**config.mk**
```make
export PLATFORM = sky130hd
export DESIGN_NAME = mitll_ndro_bank
export DESIGN_NICKNAME = d
export VERILOG_FILES = /design/src/rtl/mitll_pkg.sv /design/src/rtl/mitll_ndro_cell.sv /design/src/rtl/mitll_ndro_bank.sv
export SDC_FILE = /design/constraint.sdc
export NUM_CORES = 1
export LEC_CHECK = 0
export ABC_AREA = 1
export CORE_ASPECT_RATIO = 0.7
export CORE_MARGIN = 1
export CORE_UTILIZATION = 40
export DETAILED_ROUTE_END_ITERATION = 7
export GPL_ROUTABILITY_DRIVEN = 1
export PLACE_DENSITY_LB_ADDON = 0.2
export SYNTH_ARGS = -nofsm -noshare
export SYNTH_HDL_FRONTEND = slang
export SYNTH_HIERARCHICAL = 1
export SYNTH_SLANG_ARGS = --single-unit
```
**constraint.sdc**
```tcl
create_clock -name C -period 1.7 [get_ports C]
set_input_delay 0.17 -clock C [delete_from_list [all_inputs] [get_ports C]]
set_output_delay 0.17 -clock C [all_outputs]
set_load 0.005 [all_outputs]
```
**src/rtl/mitll_pkg.sv**
```systemverilog
// Shared definitions for the NDRO storage bank: write FSM state encoding and
// the number of cycles one write occupies (accept, clear pulse, set pulse).
package mitll_pkg;

    typedef enum logic [1:0] {
        IDLE = 2'd0,
        CLR  = 2'd1,
        SET  = 2'd2
    } ndro_state_t;

    localparam int NDRO_WRITE_CYCLES = 3;

endpackage

```
**src/rtl/mitll_ndro_cell.sv**
```systemverilog
// One-bit non-destructive-readout cell. R clears, S sets, R wins when both
// are pulsed; reading Q never disturbs the stored value.
module mitll_ndro_cell (
    input  logic C,
    input  logic S,
    input  logic R,
    output logic Q
);

    // Clear has priority over set; otherwise hold.
    always_ff @(posedge C) begin
        if (R) begin
            Q <= 1'b0;
        end else if (S) begin
            Q <= 1'b1;
        end
    end

endmodule

```
**src/rtl/mitll_ndro_bank.sv**
```systemverilog
// DEPTH x WIDTH bank of NDRO cells. A write is a clear pulse to the whole
// entry followed by a set pulse carrying the data, so it takes two cycles
// after acceptance. Reads are registered, one-cycle latency, never stall.
// Optional build macro: MITLL_NDRO_BYPASS_EN forwards the pending write data
// to reads of the entry being written, hiding the cleared/old contents.
module mitll_ndro_bank
    import mitll_pkg::*;
#(
    parameter int WIDTH = 8,
    parameter int DEPTH = 4,
    parameter int AW    = $clog2(DEPTH)
) (
    input  logic             C,
    input  logic             R,
    input  logic             wr_valid,
    output logic             wr_ready,
    input  logic [AW-1:0]    wr_addr,
    input  logic [WIDTH-1:0] wr_data,
    input  logic             rd_valid,
    input  logic [AW-1:0]    rd_addr,
    output logic [WIDTH-1:0] rd_data,
    output logic             rd_data_valid
);

    ndro_state_t                  state;
    logic [AW-1:0]                pend_addr;
    logic [WIDTH-1:0]             pend_data;
    logic                         wr_accept;
    logic [DEPTH-1:0]             pend_hit;
    logic [DEPTH-1:0][WIDTH-1:0]  entry;
    logic [WIDTH-1:0]             rd_raw;
    logic [WIDTH-1:0]             rd_next;
    logic                         rd_in_range;

    assign wr_ready  = (state == IDLE) && !R;
    assign wr_accept = wr_valid && wr_ready;

    // Write sequencer: latch the request, then one clear cycle, one set cycle.
    always_ff @(posedge C) begin
        if (R) begin
            state     <= IDLE;
            pend_addr <= '0;
            pend_data <= '0;
        end else begin
            case (state)
                IDLE: begin
                    if (wr_accept) begin
                        pend_addr <= wr_addr;
                        pend_data <= wr_data;
                        state     <= CLR;
                    end
                end
                CLR:     state <= SET;
                SET:     state <= IDLE;
                default: state <= IDLE;
            endcase
        end
    end

    // Cell array. An out-of-range pend_addr matches no entry, so such a
    // write walks through CLR and SET without touching anything.
    for (genvar e = 0; e < DEPTH; e++) begin : g_entry
        assign pend_hit[e] = (pend_addr == AW'(e));
        for (genvar b = 0; b < WIDTH; b++) begin : g_bit
            mitll_ndro_cell u_cell (
                .C (C),
                .S ((state == SET) && pend_hit[e] && pend_data[b]),
                .R (R || ((state == CLR) && pend_hit[e])),
                .Q (entry[e][b])
            );
        end
    end

    // Read mux over the pre-edge array contents; unmatched addresses give 0.
    always_comb begin
        rd_raw = '0;
        for (int e = 0; e < DEPTH; e++) begin
            if (rd_addr == AW'(e)) begin
                rd_raw = entry[e];
            end
        end
    end

    assign rd_in_range = (int'(rd_addr) < DEPTH);

    // Select the value a read returns, optionally forwarding pending data.
    always_comb begin
        rd_next = rd_raw;
`ifdef MITLL_NDRO_BYPASS_EN
        if (rd_in_range) begin
            if (wr_accept && (rd_addr == wr_addr)) begin
                rd_next = wr_data;
            end else if ((state != IDLE) && (rd_addr == pend_addr)) begin
                rd_next = pend_data;
            end
        end else begin
            rd_next = '0;
        end
`else
        if (!rd_in_range) begin
            rd_next = '0;
        end
`endif
    end

    // Registered read port: one result per request, valid for one cycle.
    always_ff @(posedge C) begin
        if (R) begin
            rd_data       <= '0;
            rd_data_valid <= 1'b0;
        end else begin
            rd_data_valid <= rd_valid;
            if (rd_valid) begin
                rd_data <= rd_next;
            end
        end
    end

endmodule
```
==> reports/metrics.csv <==
metric,value,unit
outcome,"finished, final reports clean",
clkSinkCount,53,
drive_above_1_share,8.946,%
min_to,pend_data[1],
skew,0.006116,ns
grt_max_degree,22,
required,1.53,ns
path_clk_slew,0.09,ns
stdcell_count,382,
io_buffers,25,
synth_edf_count,0,
syn_nets,295,
numCtsBuffers,5,
wire_per_inst,12.05,um
h-tree-depth,2,
die_y,61.89,um
hold_viol_final,0,
ant_nets,0,
mappedNetlistArea,2049,um2
wl,4603,um
max-vdd-ir-drop,0.3906,mV
clkLatencyLatePin,0.30,ns
firstDrtPassIters,4,
area_delta_synth_final,21.43,%
holdWs,0.4592,ns
synth-xor-area-share,0,%
synth_top_area_share,51.77,%
vias_per_cell,4.733,
dieArea,5419,um2
drt_iter0_drc,85,
synth.yosys.seq_area_share,51.77,%
num-fill-cells,509,
worstPathArrival,1.41,ns
num_rows,21,
dominantRegCellSynth,dfxtp_1,
p_leak,0.9238,nW
reg2reg_slack,0.44,ns
hold_start,wr_data[1],
slew_headroom,75.21,%
die_w,87.56,um
r2r_start,state[1],
hold_buffers,0,
rsz0062_at_grt,false,
synthCells,279,
num_vias,1808,
gp_congestion,0.7847,
cts_tree,built,
cts_max_path_buffers,2,
async_flop_share,0,%
cp-end-kind,output pin,
max_cap_violations,0,
fin_nets,328,
grt_util_all_layers,18.97,%
yosysMostFrequentCell,nor2_1,
yosys-top-cells-count,"111 x nor2_1, 53 x dfxtp_1, 24 x nand2_1",
syn_area_per_cell,7.346,um2
synthSimpleGateAreaFrac,32.54,%
dpl.hpwl,3366,um
tightest_slew,0.3714,ns
num_antenna_cells,0,
grt_antenna_before_repair,0,
critPathMaxFanout,4,
synthTopCellsByArea,"dfxtp_1 52%, nor2_1 20%, a21oi_1 4.4%",
worst-setup-path-type,flop to output pin,
cp-startpoint,state[0],
cts_resized,0,
fin_tns_setup,0,ns
core-area,4861,um2
hold_path_class,input pin to flop,
slew_violations,0,
drc_errors,0,
ys_types,17,
io_pins,26,
grt_first_pass_wirelength,7431,um
start_util,42.16,%
finalCriticalPeriod,1.582,ns
synth_compound_area_share,10.74,%
setup_viol,0,
ys_ff_latch,53,
cts_setup_buffers,0,
r2r_end,g_entry[2].g_bit[4].u_cell/Q,
synthAdderAreaFrac,0,%
power_density,885.2,nW/um2
gr-total-overflow,0,
timing.final.crit_share,93.05,%
min_path_cells,3,
synth_top_family_by_area,simple AND/OR/NAND/NOR gates,
synthMuxAreaShare,0,%
crit_path_start_kind,flop,
fmax,0.6322,GHz
yosysWarnings,6,
grt_pass1_vias,1537,
reg2reg_depth,6,
clock-root-buffer,clkbuf_8,
yosysTopAreaCell,dfxtp_1,
dpl.cell_count,374,
[per-layer routing]
metal | vias to the layer above | track usage, % | wire (um)
li1 | 957 | - | -
met2 | 37 | 29.24 | 1944
met4 | 0 | 6.323 | 61
met1 | 807 | 26.54 | 2401
met3 | 7 | 4.359 | 196
met5 | - | 0 | 0
[registers in the layout (all words and copies together), names as in the netlist]
signal / cells
pend_addr: 2
rd_data: 8
state: 2
pend_data: 8
g_entry.g_bit.u_cell/Q: 32
rd_data_valid: 1
[worst max-delay path, stage by stage, from the launching register on]
cell,delay [ns]
dfxtp_1,0.35
nor3_1,0.23
clkdlybuf4s50_1,0.54
[through the flow]
stage	instance area, um2	worst slack (ns)	power (mW)	util, %
2_1_floorplan	2049	0.3909	1.438	-
3_3_place_gp	2405	0.1554	1.549	49.47
3_5_place_dp	2405	0.1375	1.551	49.47
4_1_cts	2489	0.1103	2.233	51.20
5_1_grt	2489	0.07822	2.315	51.20
6_report	2489	0.1182	2.203	51.20
[report_power, final]
part	total, mW	switching (mW)	internal (mW)
clock network	0.682	0.390	0.292
logic	0.234	0.136	0.0979
registers	1.29	0.0158	1.27
[final cells by class]
class / count / area, um2 / share of cell area [%]
Clock buffer: 7 / 76.32 / 3.067
Clock inverter: 1 / 7.507 / 0.3017
Inverter: 16 / 60.06 / 2.413
Multi-Input combinational cell: 203 / 887.1 / 35.65
Sequential cell: 53 / 1061 / 42.63
Tap cell: 69 / 86.33 / 3.469
Timing Repair Buffer: 33 / 310.3 / 12.47
[cells in the final DEF (no fill, tap or decap)]
cell type / Yosys / final
a21oi_1: 18 / 18
buf_4: 3 / 8
clkbuf_1: 1 / 2
clkbuf_8: 0 / 5
clkdlybuf4s50_1: 0 / 25
clkinvlp_4: 0 / 1
dfxtp_1: 53 / 53
inv_1: 9 / 9
inv_2: 7 / 7
nand2_1: 24 / 24
nand3_1: 16 / 16
nand3_2: 5 / 5
nor2_1: 111 / 111
nor2_2: 2 / 2
nor3_1: 1 / 1
o21ai_0: 6 / 6
o21ai_1: 14 / 14
o31ai_1: 4 / 4
or2_0: 2 / 2
[worst max path at each step]
stage | endpoint | slack (ns) | cells past startpoint
finish | wr_ready | 0.12 | 2
global route | wr_ready | 0.08 | 2
CTS | wr_ready | 0.11 | 2
detailed placement | pend_data[0] | 0.14 | 5
global placement | pend_data[0] | 0.16 | 5
floorplan | g_entry[2].g_bit[0].u_cell/Q | 0.39 | 3
[cell families after synthesis]
| family | count (synthesis) |
|---|---|
| flip-flops | 53 |
| AO/OA/AOI/OAI | 42 |
| buffers and inverters | 23 |
| AND/OR/NAND/NOR | 161 |
Note: power is estimated with default switching activity, not from simulation.
